File: src/rtl/pong_pkg.sv
// Shared pong definitions: coordinate types, default screen bounds and the
// trajectory FSM state encoding.
package pong_pkg;

  localparam int COORD_W = 11;

  localparam int DEF_X_MIN = 0;
  localparam int DEF_X_MAX = 629;
  localparam int DEF_Y_MIN = 10;
  localparam int DEF_Y_MAX = 469;

  typedef logic signed [COORD_W-1:0] coord_t;
  typedef logic signed [COORD_W:0]   wide_t;

  typedef enum logic [1:0] {
    IDLE,
    RUN,
    DONE
  } state_t;

  // One guard bit wider than a coordinate so that a step past a bound cannot wrap.
  function automatic wide_t clamp_wide(input wide_t v, input wide_t lo, input wide_t hi);
    if (v < lo) return lo;
    if (v > hi) return hi;
    return v;
  endfunction

endpackage

File: src/rtl/ball_path_stepper_if.sv
// Segment request / position bus between the collision controller (master)
// and the trajectory stepper (slave).
interface ball_path_stepper_if;
  import pong_pkg::*;

  logic   start;
  logic   abort;
  logic   x_dir;
  logic signed [3:0] slope;
  coord_t x0;
  coord_t y0;
  coord_t x;
  coord_t y;
  logic   busy;
  logic   done;

  modport master (
    output start, abort, x_dir, slope, x0, y0,
    input  x, y, busy, done
  );

  modport slave (
    input  start, abort, x_dir, slope, x0, y0,
    output x, y, busy, done
  );

endinterface

File: src/rtl/step_timer.sv
// Free-running divider that strobes tick for one cycle every STEP_DIV enabled
// cycles; clear parks the count at zero.
module step_timer #(
  parameter int STEP_DIV = 833333
) (
  input  logic clk,
  input  logic reset,
  input  logic clear,
  input  logic en,
  output logic tick
);

  localparam int CW = (STEP_DIV > 1) ? $clog2(STEP_DIV) : 1;
  localparam logic [CW-1:0] LAST = CW'(STEP_DIV - 1);

  logic [CW-1:0] count;

  always_ff @(posedge clk) begin
    if (reset || clear) begin
      count <= '0;
    end else if (en) begin
      count <= (count == LAST) ? '0 : count + CW'(1);
    end
  end

  assign tick = en && (count == LAST);

endmodule

File: src/rtl/ball_path_stepper.sv
// Walks the ball one step per game tick along a straight segment until it
// lands on a screen bound (done pulse) or the controller aborts it.
module ball_path_stepper
  import pong_pkg::*;
#(
  parameter int STEP_DIV = 833333,
  parameter int X_MIN    = DEF_X_MIN,
  parameter int X_MAX    = DEF_X_MAX,
  parameter int Y_MIN    = DEF_Y_MIN,
  parameter int Y_MAX    = DEF_Y_MAX,
  parameter int X_RESET  = 100,
  parameter int Y_RESET  = 100
) (
  input logic clk,
  input logic reset,
  ball_path_stepper_if.slave bus
);

  localparam wide_t XLO = wide_t'(X_MIN);
  localparam wide_t XHI = wide_t'(X_MAX);
  localparam wide_t YLO = wide_t'(Y_MIN);
  localparam wide_t YHI = wide_t'(Y_MAX);

  state_t state;
  state_t next_state;

  coord_t x_q;
  coord_t y_q;
  logic   dir_q;
  logic signed [3:0] slope_q;

  logic  tick;
  wide_t nx, ny, cx, cy;
  wide_t load_x, load_y;
  logic  hit_end;

  step_timer #(
    .STEP_DIV(STEP_DIV)
  ) u_timer (
    .clk  (clk),
    .reset(reset),
    .clear(state != RUN),
    .en   (state == RUN),
    .tick (tick)
  );

  always_ff @(posedge clk) begin
    if (reset) begin
      state <= IDLE;
    end else begin
      state <= next_state;
    end
  end

  always_comb begin
    next_state = state;
    case (state)
      IDLE: if (bus.start) next_state = RUN;
      RUN: begin
        if (bus.abort) begin
          next_state = IDLE;
        end else if (tick && hit_end) begin
          next_state = DONE;
        end
      end
      DONE:    next_state = IDLE;
      default: next_state = IDLE;
    endcase
  end

  always_comb begin
    bus.busy = (state == RUN) || (state == DONE);
    bus.done = (state == DONE);
  end

  // A segment ends when a step is clipped or lands exactly on the bound it is
  // heading for; zero slope never ends on y.
  always_comb begin
    nx      = wide_t'(x_q) + (dir_q ? wide_t'(1) : wide_t'(-1));
    ny      = wide_t'(y_q) + wide_t'(slope_q);
    cx      = clamp_wide(nx, XLO, XHI);
    cy      = clamp_wide(ny, YLO, YHI);
    hit_end = (cx != nx) || (cy != ny) ||
              (dir_q ? (cx == XHI) : (cx == XLO)) ||
              ((slope_q > 4'sd0) && (cy == YHI)) ||
              ((slope_q < 4'sd0) && (cy == YLO));
    load_x  = clamp_wide(wide_t'(bus.x0), XLO, XHI);
    load_y  = clamp_wide(wide_t'(bus.y0), YLO, YHI);
  end

  // Abort outranks a coincident step, so the position only moves when the
  // strobe fires without an abort.
  always_ff @(posedge clk) begin
    if (reset) begin
      x_q     <= coord_t'(X_RESET);
      y_q     <= coord_t'(Y_RESET);
      dir_q   <= 1'b0;
      slope_q <= 4'sd0;
    end else begin
      case (state)
        IDLE: begin
          if (bus.start) begin
            dir_q   <= bus.x_dir;
            slope_q <= bus.slope;
            x_q     <= coord_t'(load_x);
            y_q     <= coord_t'(load_y);
          end
        end
        RUN: begin
          if (!bus.abort && tick) begin
            x_q <= coord_t'(cx);
            y_q <= coord_t'(cy);
          end
        end
        default: ;
      endcase
    end
  end

  assign bus.x = x_q;
  assign bus.y = y_q;

endmodule

File: src/flat_wrapper.sv
// flat-port wrapper written by rule: the top's interface ports become plain ports
module ball_path_stepper_flat import pong_pkg::*;
#(
  parameter int STEP_DIV = 833333,
  parameter int X_MIN    = DEF_X_MIN,
  parameter int X_MAX    = DEF_X_MAX,
  parameter int Y_MIN    = DEF_Y_MIN,
  parameter int Y_MAX    = DEF_Y_MAX,
  parameter int X_RESET  = 100,
  parameter int Y_RESET  = 100
)
  (clk, reset, bus_start, bus_abort, bus_x_dir, bus_slope, bus_x0, bus_y0, bus_x, bus_y, bus_busy, bus_done);
  ball_path_stepper_if bus_i ();
  input logic clk;
  input logic reset;
  input wire logic [$bits(bus_i.start)-1:0] bus_start;
  input wire logic [$bits(bus_i.abort)-1:0] bus_abort;
  input wire logic [$bits(bus_i.x_dir)-1:0] bus_x_dir;
  input wire logic [$bits(bus_i.slope)-1:0] bus_slope;
  input wire logic [$bits(bus_i.x0)-1:0] bus_x0;
  input wire logic [$bits(bus_i.y0)-1:0] bus_y0;
  output wire logic [$bits(bus_i.x)-1:0] bus_x;
  output wire logic [$bits(bus_i.y)-1:0] bus_y;
  output wire logic [$bits(bus_i.busy)-1:0] bus_busy;
  output wire logic [$bits(bus_i.done)-1:0] bus_done;
  assign bus_i.start = bus_start;
  assign bus_i.abort = bus_abort;
  assign bus_i.x_dir = bus_x_dir;
  assign bus_i.slope = bus_slope;
  assign bus_i.x0 = bus_x0;
  assign bus_i.y0 = bus_y0;
  assign bus_x = bus_i.x;
  assign bus_y = bus_i.y;
  assign bus_busy = bus_i.busy;
  assign bus_done = bus_i.done;
  ball_path_stepper #(.STEP_DIV(STEP_DIV), .X_MIN(X_MIN), .X_MAX(X_MAX), .Y_MIN(Y_MIN), .Y_MAX(Y_MAX), .X_RESET(X_RESET), .Y_RESET(Y_RESET)) u_core (.clk(clk), .reset(reset), .bus(bus_i));
endmodule
File: config.mk
export PLATFORM = sky130hd
export DESIGN_NAME = ball_path_stepper_flat
export DESIGN_NICKNAME = d
export VERILOG_FILES = /design/src/rtl/pong_pkg.sv /design/src/rtl/ball_path_stepper_if.sv /design/src/rtl/step_timer.sv /design/src/rtl/ball_path_stepper.sv /design/src/flat_wrapper.sv
export SDC_FILE = /design/constraint.sdc
export NUM_CORES = 1
export LEC_CHECK = 0
export CORE_MARGIN = 5
export CORE_UTILIZATION = 45
export CTS_CLUSTER_SIZE = 40
export DETAILED_ROUTE_END_ITERATION = 6
export PLACE_DENSITY = 0.64
export SETUP_SLACK_MARGIN = 0.15
export SYNTH_ARGS = -nofsm -noshare
export SYNTH_HDL_FRONTEND = slang
export SYNTH_SLANG_ARGS = --single-unit
File: constraint.sdc
create_clock -name clk -period 10.68 [get_ports clk]
set_input_delay 2.67 -clock clk [delete_from_list [all_inputs] [get_ports clk]]
set_output_delay 2.67 -clock clk [all_outputs]
set_load 0.01 [all_outputs]
### Word-level counts from Yosys, hierarchy flattened

Cells that the tools add are included.

* $add $sub $neg: 3
* $mul: 0
* divide/modulo/power cells: 0
* $lt $le $gt $ge: 10
* equality and inequality tests: 12
* shift-type cells: 0
* muxes and demuxes: 41
* bitwise operators: 0
* reductions and logical operators: 18

Operator list (count)
* 11-bit 2-to-1 mux: 12
* 12-bit 2-to-1 mux: 9
* 11-bit case mux with 2 select lines: 2
* 12-bit inequality test: 2
* 20-bit by 1-bit adder with 20-bit output (second input constant): 1
* 20-bit equality test (second input constant): 1
* 20-bit 2-to-1 mux: 1
* 1-bit 2-to-1 mux: 13
* 11-bit by 12-bit adder with 12-bit output: 1
* 11-bit by 4-bit adder with 12-bit output: 1
* 12-bit by 10-bit equality test with 1-bit output (second input constant): 1
* 12-bit by 11-bit equality test with 1-bit output (second input constant): 1
* 12-bit by 5-bit equality test with 1-bit output (second input constant): 1
* 12-bit by 10-bit greater-than comparator with 1-bit output (second input constant): 1
* 12-bit by 11-bit greater-than comparator with 1-bit output (second input constant): 1
* 12-bit logical NOT: 1
* 12-bit by 1-bit < comparator with 1-bit output (second input constant): 1
* 12-bit by 5-bit < comparator with 1-bit output (second input constant): 1
* 11-bit by 10-bit greater-than comparator with 1-bit output (second input constant): 1
* 11-bit greater-than comparator (second input constant): 1
* 11-bit by 1-bit < comparator with 1-bit output (second input constant): 1
* 11-bit by 5-bit < comparator with 1-bit output (second input constant): 1
* 1-bit logical OR: 6
* 2-bit 2-to-1 mux: 3
* 14 further kinds: 20

* register bits: 49
* latch bits: 0
* RAM bits: 0
* bits in read-only memories: 0
* input port bits: 31
* output and inout bits: 24
* word-level logic and storage cells: 90
* memories: 0

### Longest topological paths before layout

Gate-level depths: netlist (run 1).

* word-level depth: 16
* depth in mapped cells: 13
* gate-level depth less buffers: 13

### Hierarchy

A second synthesis (run 1) with hierarchy kept.

* cell total of the unflattened synthesis: 522
* area total of the unflattened synthesis: 3977.6 um2

By module, submodules not included
* ball_path_stepper: instances 1, cells each 409, area an instance 2984.1 um2, sequential area each 580.6 um2
* step_timer: instances 1, cells each 113, area an instance 993.5 um2, sequential area each 400.4 um2

### Worst setup path after synthesis (run 1)

No wires, ideal clock.

* path type: in2reg
* start: in bus_abort
* end: reg u_core.x_q[2], in the netlist u_core.bus.x[2]
* library setup time: 0.127 ns
* data arrival time: 4.110 ns
* required time: 10.553 ns
* path slack: 6.443 ns
* cell stages on the path: 7
* path buffers: 2
* cells stage by stage: or2b_2 o22ai_1 and2_1 clkbuf_1 clkbuf_1 a21oi_1 or3_1

* cells in the longest elaborated chain, start to end: 4

RTL lines
* from (decl): line flat_wrapper.sv:17 `input wire logic [$bits(bus_i.abort)-1:0] bus_abort;`
* 1-bit logical NOT: line ball_path_stepper.sv:110 `if (!bus.abort && tick) begin`
* 1-bit logical AND: line ball_path_stepper.sv:110
* 2-bit by 1-bit inequality test with 1-bit output (no source line)
* 3-bit AND reduction (no source line)
* to (signal assigned): line ball_path_stepper.sv:95 `x_q <= coord_t'(X_RESET);`
* to (signal assigned): line ball_path_stepper.sv:105 `x_q <= coord_t'(load_x);`
* to (signal assigned): line ball_path_stepper.sv:111 `x_q <= coord_t'(cx);`
* to (decl): line ball_path_stepper.sv:27 `coord_t x_q;`

No other way between the ends.
A chain may end at the register's enable or synchronous reset.

### Worst setup path after layout (run 1)

* start: in bus_abort
* end: reg u_core.x_q[1], in the netlist u_core.bus.x[1]

Same word-level chain as after synthesis.

==> results of run 1 <==
## path summary, 6_finish.rpt
check / start / to / slack, ns / cells after the start
setup reg to reg: u_core.dir_q / u_core.state[1] / 6.63 / 11
hold reg to reg: u_core.u_timer.count[0] / u_core.u_timer.count[0] / 0.47 / 1
hold / removal: u_core.u_timer.count[0] / u_core.u_timer.count[0] / 0.47 / 1
setup / recovery: bus_abort / u_core.bus.x[1] / 5.77 / 7
## per-layer routing
metal,vias up,share of wire [%],global-route usage [%]
met5,-,0,0
met4,0,1.2,4.78
met3,12,3.7,2.81
met2,91,47,33.5
met1,1844,48,25.6
li1,1990,-,-
## sequential cells by signal, indices dropped and copies added, names as in the netlist
signal                flops
u_core.u_timer.count     20
u_core.bus.x             11
u_core.bus.y             11
u_core.slope_q            4
u_core.state              2
u_core.dir_q              1
## through the flow
step / cells / cell area (sq um) / worst slack (ns)
floorplan: 518 / 4100 / 6.44
global placement: 659 / 4640 / 5.55
detailed placement: 659 / 4640 / 5.46
CTS: 667 / 4740 / 5.79
global route: 667 / 4740 / 5.54
finish: 667 / 4740 / 5.77
## cell families (layout without fill, tap and decap cells)
family                     after synthesis  after routing  synth area share [%]
xor gates and xnor gates                36             36                  7.88
AOI/OAI and AO/OA                      138            138                  23.9
DFF                                     49             49                  24.0
and+or+nand+nor                        220            220                  29.2
buffers and inverters                   44             85                  5.29
muxes                                    1              1                 0.244
adders and majority gates               30             30                  9.53
## Yosys cell counts (3+ instances only)
cell | instances | area share (%)
ha_1 | 28 | 8.6
inv_1 | 22 | 2.0
nand3b_1 | 4 | 0.73
xnor2_1 | 14 | 3.0
a211o_1 | 3 | 0.64
nor4_1 | 6 | 0.92
or3_1 | 6 | 0.92
dfxtp_1 | 49 | 24
o211ai_1 | 9 | 1.6
nand4b_1 | 4 | 0.86
nand2_1 | 37 | 3.4
nor3_1 | 12 | 1.5
o21ai_1 | 5 | 0.61
nand4_1 | 9 | 1.4
clkbuf_1 | 12 | 1.1
a31oi_1 | 10 | 1.5
and2_1 | 7 | 1.1
and3_1 | 6 | 0.92
o21a_1 | 7 | 1.3
o21ai_0 | 29 | 3.5
a21oi_1 | 34 | 4.2
xor2_1 | 21 | 4.5
nand3_1 | 37 | 4.5
buf_2 | 5 | 0.61
nor2_1 | 53 | 4.9
or3b_1 | 3 | 0.64
nor4b_1 | 4 | 0.86
a211oi_1 | 4 | 0.73
nand2b_1 | 4 | 0.61
o2111ai_1 | 5 | 1.1
nor3b_1 | 7 | 1.3
## power by group through the flow
stage / logic, uW / clock network [uW] / registers [uW]
CTS: 267 / 124 / 204
global route: 296 / 131 / 206
finish: 269 / 121 / 204
global placement: 264 / 0 / 208
detailed placement: 265 / 0 / 208
floorplan: 193 / 0 / 208
## final cells by class
class                      instances  area, sq um  share of cell area (%)
clock buffer                       6         82.6                    1.74
clock inverter                     2         17.5                   0.369
inverter                          22         82.6                    1.74
multi-input combinational        425         2900                    61.1
sequential                        49          981                    20.7
tap                              108          135                    2.85
timing repair buffer              55          548                    11.6
## worst register-to-register path, delay by kind of cell, from the launching register on
kind            cells  cell delay, ns
compound gates      4            0.99
simple gates        5            1.78
flops               1            0.42
buf+inv             1            0.27
fa+ha+maj           1            0.53
==> flow_summary_export.csv, run 1 <==
group,metric,value,unit
worst_setup_path,cp_num_buf_inv,1,
floorplan,fp-row-count,34,
global_routing,grt_use_total,19.4,%
pwr,p_per_area,125,nW/um^2
worst_setup_path,cp_top_family,"simple AND/OR/NAND/NOR gates",
pwr,p_leak,0.00170,uW
layout,utilization,53.9,%
pwr,swShare,39.8,%
routing,avgRoutedWirePerCell,15.9,um
logic_synthesis,synth_area,4100,sq um
routing,routed_wirelength,10.6,mm
pwr,p_sw,236,uW
worst_setup_path,cp.arrival,5.16,ns
layout,nets,619,
logic_synthesis,ys_seq_area_share,24.0,%
routing,vias,3937,
global_routing,grt_pass1_vias,3825,
logic_synthesis,synth_warnings,0,
worst_setup_path,critical_path_required,10.93,ns
hold_path,holdCritPathClass,"flop to flop",
floorplan,core_area,8810,sq um
logic_synthesis,ys_ff_latch,49,
floorplan,dieArea,11100,sq um
timing,period_minus_slack,4.91,ns
worst_setup_path,worst_setup_path_start_kind,"primary input",
worst_setup_path,max_stage_delay,0.70,ns
layout,diodes,0,
pwr,clockPowerShare,20.4,%
layout,most-common-layout-cells,"clkdlybuf4s50_1 (54), nor2_1 (53), dfxtp_1 (49)",
worst_setup_path,crit_type,"primary input to flop",
global_routing,grt_overflow,0,
clock_network,clock_path_buffers,2,
clock_network,cts_resized,0,
worst_setup_path,worstPathCellList,"clkdlybuf4s50_1, or2b_2, o22ai_1, and2_1, nand3_1, or3_1, a31oi_1",
floorplan,dieWidth,105,um
timing,setup_violations,0,
worst_setup_path,cp_max_fo,24,
global_routing,grt_first_pass_wirelength,18.3,mm
clock_network,cts_hold_buf,0,
layout,drive_above_1_share,5.90,%
place,io_buffers,54,
timing,holdWs,0.473,ns
worst_setup_path,cpMaxStageDelayCell,"and2_1",
clock_network,numCtsBuffers,5,
timing,fmax,0.204,GHz
routing,firstDrtPassIters,6,
pwr,ir_drop,51.8,uV
clock_network,cts.sinks,49,
clock_network,clk_latency,0.31,ns
floorplan,die_y,105,um
clock_network,cts_setup_buffers,0,
clock_network,cts_tree,"built",
pwr,finalPower,594,uW
logic_synthesis,async_flop_share,0,%
logic_synthesis,avgSynthCellArea,7.91,sq um
routing,drt_iter0_markers,168,
global_routing,antenna_found_initial,0,
place,routabilityCongestion,0.868,
logic_synthesis,synth_ff_type,"dfxtp_1",
worst_setup_path,crit_path_end_kind,"flop",
logic_synthesis,synth_edf_count,0,
floorplan,ios,55,
timing,setup_tns,0,ns
timing,worst_slew_pin_slew,1.01,ns
logic_synthesis,synthCells,518,
place,hpwl,8.27,mm
pwr,seqPwrFrac,34.4,%
timing,finalClockSkew,0.00897,ns
clock_network,cts_max_level,2,
pwr,p_int,358,uW
clock_network,root_buffer,"clkbuf_8",
routing,drc,0,
pwr,combPwrFrac,45.2,%
timing,post-route-period-util,46.0,%
timing,finalHoldViolCount,0,
global_routing,grt_max_degree,31,
floorplan,start_util,46.5,%
routing,drt-vias-per-instance,5.90,
logic_synthesis,synth_cell_types,81,
flow_run,max_cap_viol_count,0,
layout,mostFrequentLayoutCell,"clkdlybuf4s50_1",
status,status,"completed",
layout,num-fill-cells,840,
timing,slew_headroom,31.9,%
clock_network,path_clk_slew,0.10,ns
timing,rsz0062_at_grt,"false",
logic_synthesis,syn-num-nets,579,
layout,area_growth,15.9,%
timing,maxSlewViolCount,0,
routing,drtAntennaViolNets,0,
(Power assumes the default switching activity.)
==> run 2: changes to the inputs <==
==> constraint.sdc (replaced) <==
create_clock -name clk -period 4.73 [get_ports clk]
set_input_delay 1.1825 -clock clk [delete_from_list [all_inputs] [get_ports clk]]
set_output_delay 1.1825 -clock clk [all_outputs]
set_load 0.01 [all_outputs]
==> flow_summary_export.csv, run 2 (synthesis gave the netlist of run 1 again) <==
group,metric,value,unit
status,status,"completed",
worst_setup_path,max_stage_delay,0.56,ns
clock_network,numCtsBuffers,5,
clock_network,cts_resized,0,
worst_setup_path,cp_max_fo,8,
global_routing,grt_max_degree,31,
worst_setup_path,worstPathCellList,"inv_1, fa_1, nand2b_1, a211o_1, a211oi_1, a2111oi_4, a21oi_1, o21ai_0, o21a_1, o211a_1, or3b_1, a221oi_2",
worst_setup_path,cp.arrival,4.18,ns
floorplan,start_util,46.5,%
layout,fin_cells,667,
floorplan,dieWidth,105,um
hold_path,worstHoldStart,"u_core.u_timer.count[0]",
clock_network,cts_hold_buf,0,
floorplan,fp-row-count,34,
routing,avgRoutedWirePerCell,16.5,um
layout,multi_input_comb_area,2900,sq um
routing,drtAntennaViolNets,0,
clock_network,cts_tree,"built",
layout,utilization,53.7,%
layout,largest_register,"u_core.u_timer.count",
timing,finalClockSkew,0.00594,ns
global_routing,antenna_found_initial,0,
timing,period_minus_slack,3.95,ns
layout,regArea,981,sq um
worst_setup_path,reg2reg_setup_slack,0.78,ns
worst_setup_path,reg2reg_depth,12,
floorplan,core_area,8810,sq um
timing,worst_slew_pin_slew,0.995,ns
global_routing,grt_overflow,0,
global_routing,grt_use_total,19.9,%
worst_setup_path,worst_setup_path_start_kind,"flop",
floorplan,dieArea,11100,sq um
layout,diodes,0,
hold_path,hold_path_depth,1,
clock_network,clk_latency,0.31,ns
routing,drc,0,
global_routing,grt_pass1_vias,3869,
layout,mostFrequentLayoutCell,"clkdlybuf4s50_1",
timing,setup_violations,0,
timing,fmax,0.253,GHz
hold_path,holdCritPathClass,"flop to flop",
pwr,p_leak,0.00169,uW
place,dpl.cell_count,659,
layout,nets,619,
global_routing,grt_first_pass_wirelength,18.4,mm
place,hpwl,8.64,mm
worst_setup_path,r2r_start,"u_core.bus.x[0]",
timing,rsz0062_at_grt,"false",
worst_setup_path,cpMaxStageDelayCell,"dfxtp_1",
floorplan,ios,55,
routing,vias,3939,
worst_setup_path,critical_path_required,4.96,ns
worst_setup_path,crit_type,"flop to flop",
routing,firstDrtPassIters,5,
clock_network,path_clk_slew,0.10,ns
timing,slew_headroom,33.2,%
timing,setup_tns,0,ns
routing,drt_iter0_markers,166,
clock_network,cts_max_level,2,
layout,area_growth,15.5,%
timing,finalHoldViolCount,0,
clock_network,root_buffer,"clkbuf_8",
layout,drive_above_1_share,5.72,%
pwr,ir_drop,132,uV
timing,post-route-period-util,83.6,%
floorplan,die_y,105,um
clock_network,cts_setup_buffers,0,
routing,drt-vias-per-instance,5.91,
timing,maxSlewViolCount,0,
worst_setup_path,crit_path_end_kind,"flop",
layout,num-fill-cells,858,
layout,largest_register_ffs,20,
clock_network,cts.sinks,49,
layout,most-common-layout-cells,"clkdlybuf4s50_1 (54), nor2_1 (53), dfxtp_1 (49)",
hold_path,whs_endpoint,"u_core.u_timer.count[0]",
worst_setup_path,reg2reg_to,"u_core.state[1]",
routing,routed_wirelength,11.0,mm
flow_run,max_cap_viol_count,0,
clock_network,clock_path_buffers,2,
pwr,p_per_area,279,nW/um^2
place,io_buffers,54,
place,routabilityCongestion,0.915,
==> run 2: through the flow <==
step                      hold WS, ns  area, sq um  worst slack [ns]  power (uW)
after floorplan                 0.430         4100              1.26         905
after global placement          0.449         4640             0.898        1060
after detailed placement        0.454         4640             0.887        1070
after CTS                       0.477         4730             0.855        1320
after global routing            0.495         4730             0.511        1420
final                           0.473         4730             0.776        1320
==> run 2: routing by layer <==
layer  global-route usage [%]  part of all wire [%]
met4                     4.87                   1.3
met1                     25.3                    46
met2                     35.0                    47
met5                        0                     0
met3                     3.18                   5.6
==> run 2: how the worst max path moves through the flow <==
stage                    startpoint               to  slack, ns
floorplan           u_core.bus.x[0]  u_core.state[1]       1.26
global placement    u_core.bus.x[0]  u_core.state[1]       0.90
detailed placement  u_core.bus.x[0]  u_core.state[1]       0.89
CTS                 u_core.bus.x[0]  u_core.state[0]       0.85
global route        u_core.bus.x[0]  u_core.state[1]       0.51
finish              u_core.bus.x[0]  u_core.state[1]       0.78
==> run 2: critical path: cells and delay by family (launching register included) <==
kind	cells	cell delay, ns
adder cells (fa/ha/maj)	1	0.55
flip-flops	1	0.56
AND/OR/NAND/NOR	2	0.59
AO/OA/AOI/OAI	8	1.99
buffers and inverters	1	0.19
==> run 2: layout make-up <==
type | count | share of cell area (%)
Multi-Input combinational cell | 425 | 61.3
Tap cell | 108 | 2.86
Clock buffer | 6 | 1.53
Inverter | 22 | 1.75
Timing Repair Buffer | 55 | 11.6
Clock inverter | 2 | 0.291
Sequential cell | 49 | 20.7
==> run 2: power by group <==
| part | total [uW] | switching, uW | internal, uW |
|---|---|---|---|
| Clock | 258 | 152 | 106 |
| Combinational | 604 | 352 | 252 |
| Sequential | 459 | 25.2 | 434 |
